## src/rtl/pipe_ctl.sv

```systemverilog
// pipe_ctl: voice-activity driven staged power-up / drain controller.
// Ports: clk_i, rst_i (async active-high) | vad_i voice activity, wake_valid_i
// inference result valid, force_on_i hold in ACTIVE | en_o staged enables
// (bit 0 first), state_o state encoding, timeout_o one-cycle DRAIN timeout pulse.
module pipe_ctl #(
   parameter int DEBOUNCE_CYCLES = 2,
   parameter int NUM_STAGES      = 3,
   parameter int STAGGER_CYCLES  = 2,
   parameter int HOLD_CYCLES     = 12,
   parameter int TIMEOUT_CYCLES  = 64
) (
   input  logic                  clk_i,
   input  logic                  rst_i,
   input  logic                  vad_i,
   input  logic                  wake_valid_i,
   input  logic                  force_on_i,
   output logic [NUM_STAGES-1:0] en_o,
   output logic [2:0]            state_o,
   output logic                  timeout_o
);
   localparam int RAMP_MAX = (NUM_STAGES - 1) * STAGGER_CYCLES;
   localparam int DW = $clog2(DEBOUNCE_CYCLES + 1);
   // a single-stage pipeline has no ramp span, but the counter still needs a bit
   localparam int RW = RAMP_MAX > 0 ? $clog2(RAMP_MAX + 1) : 1;
   localparam int HW = $clog2(HOLD_CYCLES + 1);
   localparam int TW = $clog2(TIMEOUT_CYCLES + 1);
   localparam logic [DW-1:0] DEB_LAST  = DW'(DEBOUNCE_CYCLES - 1);
   localparam logic [RW-1:0] RAMP_LAST = RW'(RAMP_MAX);
   localparam logic [HW-1:0] HOLD_LAST = HW'(HOLD_CYCLES);
   localparam logic [TW-1:0] TO_LAST   = TW'(TIMEOUT_CYCLES - 1);
   typedef enum logic [2:0] {
      IDLE     = 3'd0,
      DEBOUNCE = 3'd1,
      RAMP     = 3'd2,
      ACTIVE   = 3'd3,
      DRAIN    = 3'd4
   } state_t;
   state_t state, state_n;
   logic [DW-1:0] deb_cnt, deb_n;
   logic [RW-1:0] ramp_cnt, ramp_n;
   logic [HW-1:0] hold_cnt, hold_n;
   logic [TW-1:0] to_cnt, to_n;
   logic wake_valid_q, timeout_n, fall;
   assign fall = wake_valid_q & ~wake_valid_i;
   always_ff @(posedge clk_i or posedge rst_i) begin
      if (rst_i) begin
         state        <= IDLE;
         deb_cnt      <= '0;
         ramp_cnt     <= '0;
         hold_cnt     <= '0;
         to_cnt       <= '0;
         wake_valid_q <= 1'b0;
         timeout_o    <= 1'b0;
      end else begin
         state        <= state_n;
         deb_cnt      <= deb_n;
         ramp_cnt     <= ramp_n;
         hold_cnt     <= hold_n;
         to_cnt       <= to_n;
         wake_valid_q <= wake_valid_i;
         timeout_o    <= timeout_n;
      end
   end
   // counters default to zero so every state entry starts them cleared;
   // a counter only advances while its own state persists
   always_comb begin
      state_n   = state;
      deb_n     = '0;
      ramp_n    = '0;
      hold_n    = '0;
      to_n      = '0;
      timeout_n = 1'b0;
      case (state)
         IDLE: begin
            if (vad_i) begin
               if (DEBOUNCE_CYCLES == 1) begin
                  state_n = RAMP;
               end else begin
                  state_n = DEBOUNCE;
                  deb_n   = DW'(1);
               end
            end
         end
         DEBOUNCE: begin
            if (!vad_i)                  state_n = IDLE;
            else if (deb_cnt == DEB_LAST) state_n = RAMP;
            else                          deb_n   = deb_cnt + 1'b1;
         end
         RAMP: begin
            if (ramp_cnt == RAMP_LAST) state_n = ACTIVE;
            else                       ramp_n  = ramp_cnt + 1'b1;
         end
         ACTIVE: begin
            if (vad_i || force_on_i)        hold_n  = '0;
            else if (hold_cnt == HOLD_LAST) state_n = DRAIN;
            else                            hold_n  = hold_cnt + 1'b1;
         end
         DRAIN: begin
            // activity beats result completion, which beats timeout
            if (vad_i || force_on_i) begin
               state_n = ACTIVE;
            end else if (fall) begin
               state_n = IDLE;
            end else if (to_cnt == TO_LAST) begin
               state_n   = IDLE;
               timeout_n = 1'b1;
            end else begin
               to_n = to_cnt + 1'b1;
            end
         end
         default: state_n = IDLE;
      endcase
   end
   for (genvar k = 0; k < NUM_STAGES; k++) begin : g_en
      assign en_o[k] = (state == ACTIVE) || (state == DRAIN) ||
                       ((state == RAMP) && (ramp_cnt >= RW'(k * STAGGER_CYCLES)));
   end
   assign state_o = state;
endmodule

```

## config.mk

```make
export PLATFORM = sky130hd
export DESIGN_NAME = pipe_ctl
export DESIGN_NICKNAME = d
export VERILOG_FILES = /design/src/rtl/pipe_ctl.sv
export SDC_FILE = /design/constraint.sdc
export NUM_CORES = 1
export LEC_CHECK = 0
export CAP_MARGIN = 20
export CORE_ASPECT_RATIO = 1.5
export CORE_MARGIN = 2
export CORE_UTILIZATION = 35
export CTS_CLUSTER_SIZE = 8
export DETAILED_ROUTE_END_ITERATION = 7
export PLACE_DENSITY_LB_ADDON = 0.15
export SYNTH_ARGS = -nofsm -noshare
export SYNTH_HDL_FRONTEND = slang
export SYNTH_SLANG_ARGS = --single-unit
```

## constraint.sdc

```tcl
create_clock -name clk_i -period 1.8 [get_ports clk_i]
set_input_delay 0.36 -clock clk_i [delete_from_list [all_inputs] [get_ports clk_i]]
set_output_delay 0.36 -clock clk_i [all_outputs]
set_load 0.1 [all_outputs]
```

==> out/results.txt <==
Largest net degree at the start of global routing: 22
Violated checks: setup timing
Max Cap Violations: 0
Ant diodes: 0
Critical Path AT: 1.54 ns
Overall power: 0.905 mW
Effective utilization at floorplan: 36.4%
Largest stage delay on the critical path: 0.48 ns
Layout cells sized above 1: 27.7%
Total grt overflow: 0
Clock skew: 0.00536 ns
Worst setup startpoint: state_o[0]
Root Driver: clkbuf_8
Crit path buf inv count: 2
DR iter-0 viols: 16
Finished Core Util: 51.4%
Post-Synth XOR/XNOR Area: 3.38%
Startpoint Class: flop
FP Rows: 24
Post-route ant nets: 0
Post-Synth Simple-Gate Area: 24.2%
CTS sink count: 21
Via/cell ratio: 5.05
Top-count cell post-synth: dfrtp_1
Peak VDD IR: 398 uV
Routability cong.: 0.701
DP Area: 1370 um2
Routed WL: 2.10 mm
H-tree Lvls: 1
Slew headroom: 72.3%
Post-synth ARST share: 100%
Finish-stage setup viols: 3
Largest family of logic cells by synthesized area: simple AND/OR/NAND/NOR gates
Initial antenna violation count: 0
EDFF count, synth: 0
Final Critical Period: 1.90 ns
Post-synth top cells: dfrtp_1, nor2_1, inv_1, a21oi_1, o21ai_0
Fmax: 528 MHz
Syn Nets: 117
Met2 Use GR: 26.1%
Grt met1 use: 14.1%
Worst Hold Slack: 0.432 ns
Drt first pass iters: 4
Cell Area, Synth: 1040 um2
Final max-slew violation count: 0
Non-filler cells, final: 169
DRC: 0
Die width: 48.5 um
Global-route wire length before repair: 3.66 mm
Worst Max-Slew Pin Slew: 0.410 ns
Worst endpoint required time: 1.44 ns
Netlist cell types: 31
Vias post-DR: 853
Yosys warnings: 0
Die height: 70.7 um
Dominant cells by area after synthesis: dfrtp_1, ha_1, nor2_1
Vias in the first global route: 916
Grt met3 use: 1.69%
Status: complete, but fails checks
Wire length per cell: 12.4 um
Total track usage: 13.2%
Power density cells: 617 nW/um2
Worst-skew pair later-pin latency: 0.25 ns
Top cell type's share of synthesized area: 50.7%
Crit Path Category: flop to output port
Hold_buf cts: 0
Adder-Cell Fraction of Synth Area: 6.03%
Worst hold-check path type: input port to async pin
Setup TNS: -0.262 ns
CP endpoint kind: output port
Crit path max fanout: 4
Final nets: 141
Critical path, cell by cell: or3b_4, buf_6, o21ai_4, buf_12
Final HPWL DP: 1.58 mm
PortBufs: 11
Area leader, netlist: dfrtp_1
GR peak layer: met2
Leakage: 0.632 nW
Mux contribution to synthesized area: 2.05%
Synth Area in Compound Gates: 9.53%
Post-synthesis register bit count: 21
Clock transition at path regs: 0.08 ns
Clock Tree Buf Depth: 2
Core area: 2850 um2
Critical path's top delay family: flip-flops
TritonCTS clock tree: done
Worst reg2reg startpoint: state_o[0]
Total I/O pin count: 12
RSZ-0062 raised after global routing: true
Die Footprint: 3420 um2
Area Growth Syn to Fin: 41.3%
Setup WS post-layout: -0.0953 ns
Top FF cell, synth: dfrtp_1
Final Hold Fails: 0
Post-Synthesis Cells: 107
Post-route cell area: 1470 um2
Syn_area_per_cell: 9.69 um2
Part of the Yosys area used for sequential elements: 50.7%
Total CTS buffers: 3
Period Utilization, post-route: 105%
Placed Instances: 161
Slowest cell on the critical path: dfrtp_4
Setup Slack @ Placement: 0.0712 ns
logic make-up (layout without fill, tap and decap cells):
| kind of cell | Yosys count | after routing |
|---|---|---|
| adders and majority gates | 5 | 5 |
| and+or+nand+nor | 46 | 46 |
| muxes | 2 | 2 |
| xor gates and xnor gates | 4 | 4 |
| DFF | 21 | 21 |
| buffers and inverters | 11 | 34 |
| AOI/OAI and AO/OA | 18 | 18 |
where the power goes:
| part | switching (mW) | total (mW) | internal (mW) |
|---|---|---|---|
| sequential | 0.00619 | 0.484 | 0.478 |
| clock | 0.146 | 0.304 | 0.157 |
| combinational | 0.0705 | 0.117 | 0.0461 |
sequential cells by signal (all words and copies together) (netlist names):
name          flops
to_cnt            7
hold_cnt          4
ramp_cnt          3
state_o           3
deb_cnt           2
timeout_o         1
wake_valid_q      1
final cells by class:
cell class              instances  area, um2
repair buffers                 21        259
fillers                       272       1390
clock buffers                   4       45.0
multi-input cells              75        542
well taps                      39       48.8
flip-flops and latches         21        537
inverters                       9       33.8
path summary, 6_finish.rpt:
| path | to | slack (ns) | cells past startpoint |
|---|---|---|---|
| max | en_o[2] | -0.1 | 4 |
| min | deb_cnt[1] | 0.43 | 3 |
| max reg2reg | to_cnt[4] | 0.09 | 4 |
| min reg2reg | to_cnt[0] | 0.48 | 1 |
| max in group asynchronous | state_o[2] | 1.12 | 3 |
| min in group clk_i | to_cnt[0] | 0.48 | 1 |
metal layers:
metal / wire (um) / part of all wire [%] / vias up
met4: 21 / 1.0 / 0
li1: - / - / 418
met1: 839 / 40 / 418
met3: 48 / 2.3 / 4
met2: 1190 / 57 / 13
met5: 0 / 0 / -
timing repair:
action / 4_1_cts / 5_1_grt
resized for setup: 3 / 2
setup buffers: 2 / 2
setup endpoints to repair: 3 / 8
pin swaps: 1 / 0
worst reg2reg max path, cell delays in order, from the launching register on:
cell     delay [ns]
dfrtp_4        0.48
or3b_4         0.40
buf_4          0.15
or4_4          0.49
nor2_1         0.12
cells in the final DEF (no fill, tap or decap), types with 2 or more instances in the layout:
master and n:
a21oi_1 7, and3_1 4, buf_12 7, buf_4 9, clkbuf_8 3, clkdlybuf4s50_1 4
dfrtp_1 18, dfrtp_4 3, ha_1 5, inv_1 9, nand2_1 3, nand3_1 6
nor2_1 14, nor2b_1 2, nor3_1 3, o21ai_0 5, o21ai_4 2, xnor2_1 2
xor2_1 2
Power figures use the tool's default switching activity.
